--- src/rtl/leaf_stream_fifo.sv ---
// leaf_stream_fifo: synchronous valid/ready stream FIFO with first-word fall-through.
//
// Parameters
//   DATA_W : payload width in bits
//   DEPTH  : number of storage entries (power of two, >= 2)
//   CNT_W  : width of the completed-output-transfer counter
//
// Ports
//   clk       : single clock, all state updates on the rising edge
//   rst       : synchronous active-high reset
//   in_valid  : upstream word present
//   in_ready  : block accepts a word this cycle
//   in_data   : upstream payload
//   out_valid : head word present
//   out_ready : downstream accepts the head word
//   out_data  : head payload (oldest stored word)
//   level     : current occupancy, 0..DEPTH
//   xfer_cnt  : count of completed output transfers, wraps naturally
module leaf_stream_fifo #(
    parameter int unsigned DATA_W = 8,
    parameter int unsigned DEPTH  = 4,
    parameter int unsigned CNT_W  = 16
) (
    input  logic                     clk,
    input  logic                     rst,
    input  logic                     in_valid,
    output logic                     in_ready,
    input  logic [DATA_W-1:0]        in_data,
    output logic                     out_valid,
    input  logic                     out_ready,
    output logic [DATA_W-1:0]        out_data,
    output logic [$clog2(DEPTH):0]   level,
    output logic [CNT_W-1:0]         xfer_cnt
);

    localparam int unsigned AW = $clog2(DEPTH);
    localparam int unsigned LW = AW + 1;
    localparam logic [LW-1:0] FULL_LEVEL = LW'(DEPTH);

    logic [DATA_W-1:0] mem [DEPTH];
    logic [AW-1:0]     wr_ptr;
    logic [AW-1:0]     rd_ptr;
    logic              wr_en;
    logic              rd_en;

    // Ready comes only from registered occupancy (and reset), never from out_ready,
    // so a full FIFO being drained reopens one cycle later.
    assign in_ready  = !rst && (level < FULL_LEVEL);
    // No bypass: a word is only visible once it has been stored.
    assign out_valid = (level != '0);
    assign out_data  = mem[rd_ptr];

    assign wr_en = in_valid && in_ready;
    assign rd_en = out_valid && out_ready;

    // Control state; reset wins over any handshake on the same edge.
    always_ff @(posedge clk) begin
        if (rst) begin
            wr_ptr   <= '0;
            rd_ptr   <= '0;
            level    <= '0;
            xfer_cnt <= '0;
        end else begin
            if (wr_en) begin
                wr_ptr <= wr_ptr + 1'b1;
            end
            if (rd_en) begin
                rd_ptr   <= rd_ptr + 1'b1;
                xfer_cnt <= xfer_cnt + 1'b1;
            end
            case ({wr_en, rd_en})
                2'b10:   level <= level + 1'b1;
                2'b01:   level <= level - 1'b1;
                default: level <= level;
            endcase
        end
    end

    // Storage is not reset; wr_en is already low while rst is high.
    always_ff @(posedge clk) begin
        if (wr_en) begin
            mem[wr_ptr] <= in_data;
        end
    end

endmodule

--- config.mk ---
export PLATFORM = sky130hd
export DESIGN_NAME = leaf_stream_fifo
export DESIGN_NICKNAME = d
export VERILOG_FILES = /design/src/rtl/leaf_stream_fifo.sv
export SDC_FILE = /design/constraint.sdc
export NUM_CORES = 1
export LEC_CHECK = 0
export BUFFER_PORTS_ARGS = -buffer_cell sky130_fd_sc_hd__buf_2
export CORE_ASPECT_RATIO = 0.75
export CORE_UTILIZATION = 53
export DETAILED_ROUTE_END_ITERATION = 8
export GPL_ROUTABILITY_DRIVEN = 1
export PLACE_DENSITY_LB_ADDON = 0.15
export SYNTH_ARGS = -nofsm -noshare
export SYNTH_HDL_FRONTEND = slang
export SYNTH_SLANG_ARGS = --single-unit
--- constraint.sdc ---
create_clock -name clk -period 3.76 [get_ports clk]
set_input_delay 0.376 -clock clk [delete_from_list [all_inputs] [get_ports clk]]
set_output_delay 0.376 -clock clk [all_outputs]
set_load 0.005 [all_outputs]
== Word-level counts from Yosys, hierarchy flattened ==
Memories as Yosys holds them, arrays and structs flattened. A register that Yosys moved wholly into a read port is not among the register bits.
Cells that the tools add are included.
W data, S select, Z words.

* Bits in registers: 23
* Bits in writable memories: 32
* Bits of input ports: 12
* Output and inout port bits: 29
* Word-level logic and storage cells: 24
* Memories kept: 1

* Add/subtract/negate cells: 5
* Order comparisons: 1
* Equal/unequal tests: 2
* Multiplexer cells: 5
* Reductions and logical operators: 6

{| class="wikitable"
|+ Memories
! memory !! words !! bits a word !! rd ports !! clocked after Yosys merged registers in !! write ports !! RTL line !! RTL
|-
| mem || 4 || 8 || 1 || 1 || 1 || 40 || <nowiki>logic [DATA_W-1:0] mem [DEPTH];</nowiki>
|}

{| class="wikitable"
|+ Operators by type and width
! kind !! count
|-
| $add A16 B1 Y16 const B || 1
|-
| $pmux W3 S2 || 1
|-
| $add A2 B1 Y2 const B || 2
|-
| $mux W2 || 2
|-
| $add A3 B1 Y3 const B || 1
|-
| $logic_and A1 B1 Y1 || 3
|-
| $lt A3 B3 Y1 const B || 1
|-
| $reduce_bool A3 Y1 || 1
|-
| $sub A3 B1 Y3 const B || 1
|-
| $eq A2 B1 Y1 const B || 1
|-
| $eq A2 B2 Y1 const B || 1
|-
| $mux W1 || 2
|-
| $reduce_bool A2 Y1 || 1
|-
| $logic_not A1 Y1 || 1
|}

== Logic depth before layout (Yosys ltp) ==
* Word-level depth: 5
* Mapped depth: 10
* Gate-level depth less buffers: 9

== Least setup slack after synthesis ==
OpenSTA, ideal clock, no wires.

* Path type: input to register
* From: input rst
* To: register level[2]
* Setup time: 71 ps
* Arrival: 2135 ps
* Required time: 3689 ps
* Setup slack: 1554 ps
* Stages on the path: 10
* Buffers on the path: 1
* Cell sequence: clkbuf_1 nor2_1 and2_1 inv_1 ha_1 inv_1 fa_1 xor2_1 or3_1 a21oi_1

* Word-level cells in the longest chain between the ends: 5
* Elaborated cells on any way between the ends: 7
* Classes of those cells: eq/ne: 2; mux: 1; reduce/logical: 4

{| class="wikitable"
|+ Ends and longest elaborated chain
! element !! RTL line !! RTL
|-
| start: declaration || 25 || <nowiki>input logic rst,</nowiki>
|-
| $logic_not A1 Y1 (*) || 48 || <nowiki>assign in_ready = !rst && (level < FULL_LEVEL);</nowiki>
|-
| $logic_and A1 B1 Y1 (*) || 48 ||
|-
| via in_ready || 27 || <nowiki>output logic in_ready,</nowiki>
|-
| $logic_and A1 B1 Y1 (*) || 53 || <nowiki>assign wr_en = in_valid && in_ready;</nowiki>
|-
| $eq A2 B1 Y1 / $eq A2 B2 Y1 (equally long branches) || 71 || <nowiki>case ({wr_en, rd_en})</nowiki>
|-
| $pmux W3 S2 / $reduce_bool A2 Y1 (equally long branches) || - ||
|-
| end signal: assignment || 72 || <nowiki>2'b10: level <= level + 1'b1;</nowiki>
|-
| end signal: assignment || 73 || <nowiki>2'b01: level <= level - 1'b1;</nowiki>
|-
| end signal: assignment || 74 || <nowiki>default: level <= level;</nowiki>
|-
| end: declaration || 32 || <nowiki>output logic [$clog2(DEPTH):0] level,</nowiki>
|}

The timed path passes the listed nets; every way through them passes the cells marked *.
A chain may end at the register's enable or synchronous reset.

== Worst setup path in the final report ==
* From: input rst
* To: register level[2]

* Word-level cells in the longest chain between the ends: 5
* Elaborated cells on any way between the ends: 7
* Classes of those cells: eq/ne: 2; mux: 1; reduce/logical: 4

{| class="wikitable"
|+ Ends and longest elaborated chain
! element !! RTL line
|-
| $logic_not A1 Y1 || 48
|-
| $logic_and A1 B1 Y1 || 48
|-
| $logic_and A1 B1 Y1 || 53
|-
| $eq A2 B1 Y1 / $eq A2 B2 Y1 (equally long branches) || 71
|-
| $pmux W3 S2 / $reduce_bool A2 Y1 (equally long branches) || -
|}

Several ways; a longest one is shown, not always the timed one.

==> results.cfg <==
[global_routing]
grt_max_degree = 28
grt_overflow_total = 0
grt_util_all_layers_pct = 21.2
antenna_found_initial = 0
grt_pass1_vias = 1449
grt_first_pass_wirelength_um = 7000

[synthesis]
yosys_warnings = 0
ys_ff_latch = 57
synth_area_um2 = 2340
synth_cells = 178
syn-num-nets = 197
synth_cell_type_count = 33
syn_avg_cell_area_um2 = 13.2
synth-seq-area-share_pct = 62.3

[clock_tree]
clk_pin_slew_ns = 0.06
cts_tree = yes
cts_hold_buf = 0
insertion_delay_ns = 0.32
cts_buffers = 9
htreeDepth = 3
cts_root_buffer = clkbuf_8
cts_buffer_depth = 2
ctsResizeCount = 0
clkSinkCount = 57
post_cts_buffers = 0

[flow_run]
drv_cap = 0

[sta]
grt_setup_unrepaired = false
finalSetupTns_ns = 0
setup_ws_ns = 1.45
fin_crit_ns = 2.31
final-max-slew-violation-count = 0
setup_viol = 0
fin_crit_sh_pct = 61.5
worst_hold_slack_ns = 0.270
fmax_mhz = 433
relSlewSlack_pct = 43.4
hold_violations = 0
worst_slew_pin_slew_ns = 0.838
finalClockSkew_ns = 0.00930

[placement]
io_buffers = 40
hpwl_um = 3050
routabilityCongestion = 0.872
place_ws_ns = 1.13

[detailed_routing]
wl_um = 4410
antenna_left = 0
wl_per_cell_um = 15.5
vias_per_cell = 5.41
drt_iter0_markers = 153
drc = 0
vias = 1537
firstDrtPassIters = 4

[worst_setup_path]
critPathRequiredTime_ns = 4.00
end_kind = flip-flop
reg2reg_from = level[2]
critPathLaunchType = input port
r2r_cells = 9
ff2ff_setup_slack_ns = 1.53
crit_path_start = rst
reg2reg_to = level[2]
cp.arrival_ns = 2.55
path_max_fanout = 27
critPathKind = input port to flip-flop

[floorplan]
die-width_um = 78.8
initial_utilization_pct = 56.4
die-area_um2 = 4700
core-area_um2 = 4150
num_rows = 20
fp.dieH_um = 59.6
ios = 41

[power]
p_leak_nw = 1.03
cellPowerDensity_nw_per_um2 = 564
vdd_drop_max_mv = 0.333

[finish]
syn_to_final_growth_pct = 18.0
final_net_count = 243
multiInputGateArea_um2 = 828
drive_gt1_share_pct = 28.4
n_antenna_cell = 0
fillers = 330
seq_area_um2 = 1460
layout_common_cells = buf_2, edfxtp_1, dfxtp_1, nor2_1
mostFrequentLayoutCell = buf_2

[hold_path]
hold_start = in_data[7]
hold_depth = 1
hold_path_class = input port to flip-flop
min_to = mem[0][7]

[run_status]
status = finished clean
cell usage after synthesis (all sizes together):
cell    number  share of area, %
edfxtp      32                41
dfxtp       25                21
nor2        22               3.5
xnor2       11               4.1
inv          8               1.3
mux4         8               7.7
nand4        7               1.9
ha           6               3.2
nand2        6              0.96
nor4         6               1.9
a21oi        5               1.1
and3         5               1.3
nand3        5               1.3
xor2         5               1.9
or3          4               1.1
buf          3              0.59
clkbuf       3              0.48
nor3         3              0.64
and2         2              0.53
o21ai        2              0.43
o31ai        2              0.64
a31o         1              0.37
a31oi        1              0.27
fa           1              0.85
mux2         1              0.48
nand2b       1              0.27
nor2b        1              0.27
nor4b        1              0.37
o311ai       1              0.37
cells by family after synthesis:
family | Yosys count | synth area share (%)
and+or+nand+nor | 63 | 14.0
adders and majority gates | 7 | 4.06
xor gates and xnor gates | 16 | 5.98
buffers and inverters | 14 | 2.35
DFF | 57 | 62.3
muxes | 9 | 8.16
AOI/OAI and AO/OA | 12 | 3.15
sequential cells by signal, indices dropped and copies added, names as in the netlist, named ones only:
signal / cells
level: 3
mem: 32
rd_ptr: 2
wr_ptr: 2
xfer_cnt: 16
worst max-delay path, stage by stage:
cell	delay, ns
buf_2	0.40
nor2_1	0.20
and2_1	0.25
inv_1	0.07
ha_1	0.18
inv_1	0.06
fa_1	0.37
xor2_1	0.15
or3_1	0.31
a21oi_1	0.18
metal layers:
metal,GRT usage (%),up-vias,share of wire [%]
met5,0,-,0
met4,10.3,0,1.4
met3,6.46,7,5.0
met2,30.7,45,44
met1,29.5,737,49
li1,-,748,-
worst max-delay path by stage:
stage,to,depth (start not counted)
3_5_place_dp,level[2],10
4_1_cts,level[2],10
5_1_grt,level[2],10
2_1_floorplan,level[2],10
6_report,level[2],10
3_3_place_gp,level[2],10
cell type report:
cell class	instances	area share [%]
clock buffer	16	6.15
inverter	8	1.09
multi-input combinational	107	29.9
sequential	57	52.8
tap	55	2.49
timing repair buffer	41	7.51
power breakdown:
group          switching, mW  total (mW)  internal, mW  leakage, nW
registers             0.0669       0.777         0.710        0.493
clock network          0.207       0.484         0.277       0.0850
logic                  0.141       0.301         0.160        0.448
total                  0.415        1.56          1.15         1.03
metrics by stage:
| step | util, % | instances | total power, mW | instance area [um2] |
|---|---|---|---|---|
| final | 66.6 | 284 | 1.56 | 2770 |
| after floorplan | - | 178 | 0.976 | 2340 |
| after global placement | 62.5 | 268 | 1.07 | 2600 |
| after detailed placement | 62.5 | 268 | 1.09 | 2600 |
| after CTS | 66.6 | 284 | 1.58 | 2770 |
| after global routing | 66.6 | 284 | 1.64 | 2770 |
(Power assumes the default switching activity.)
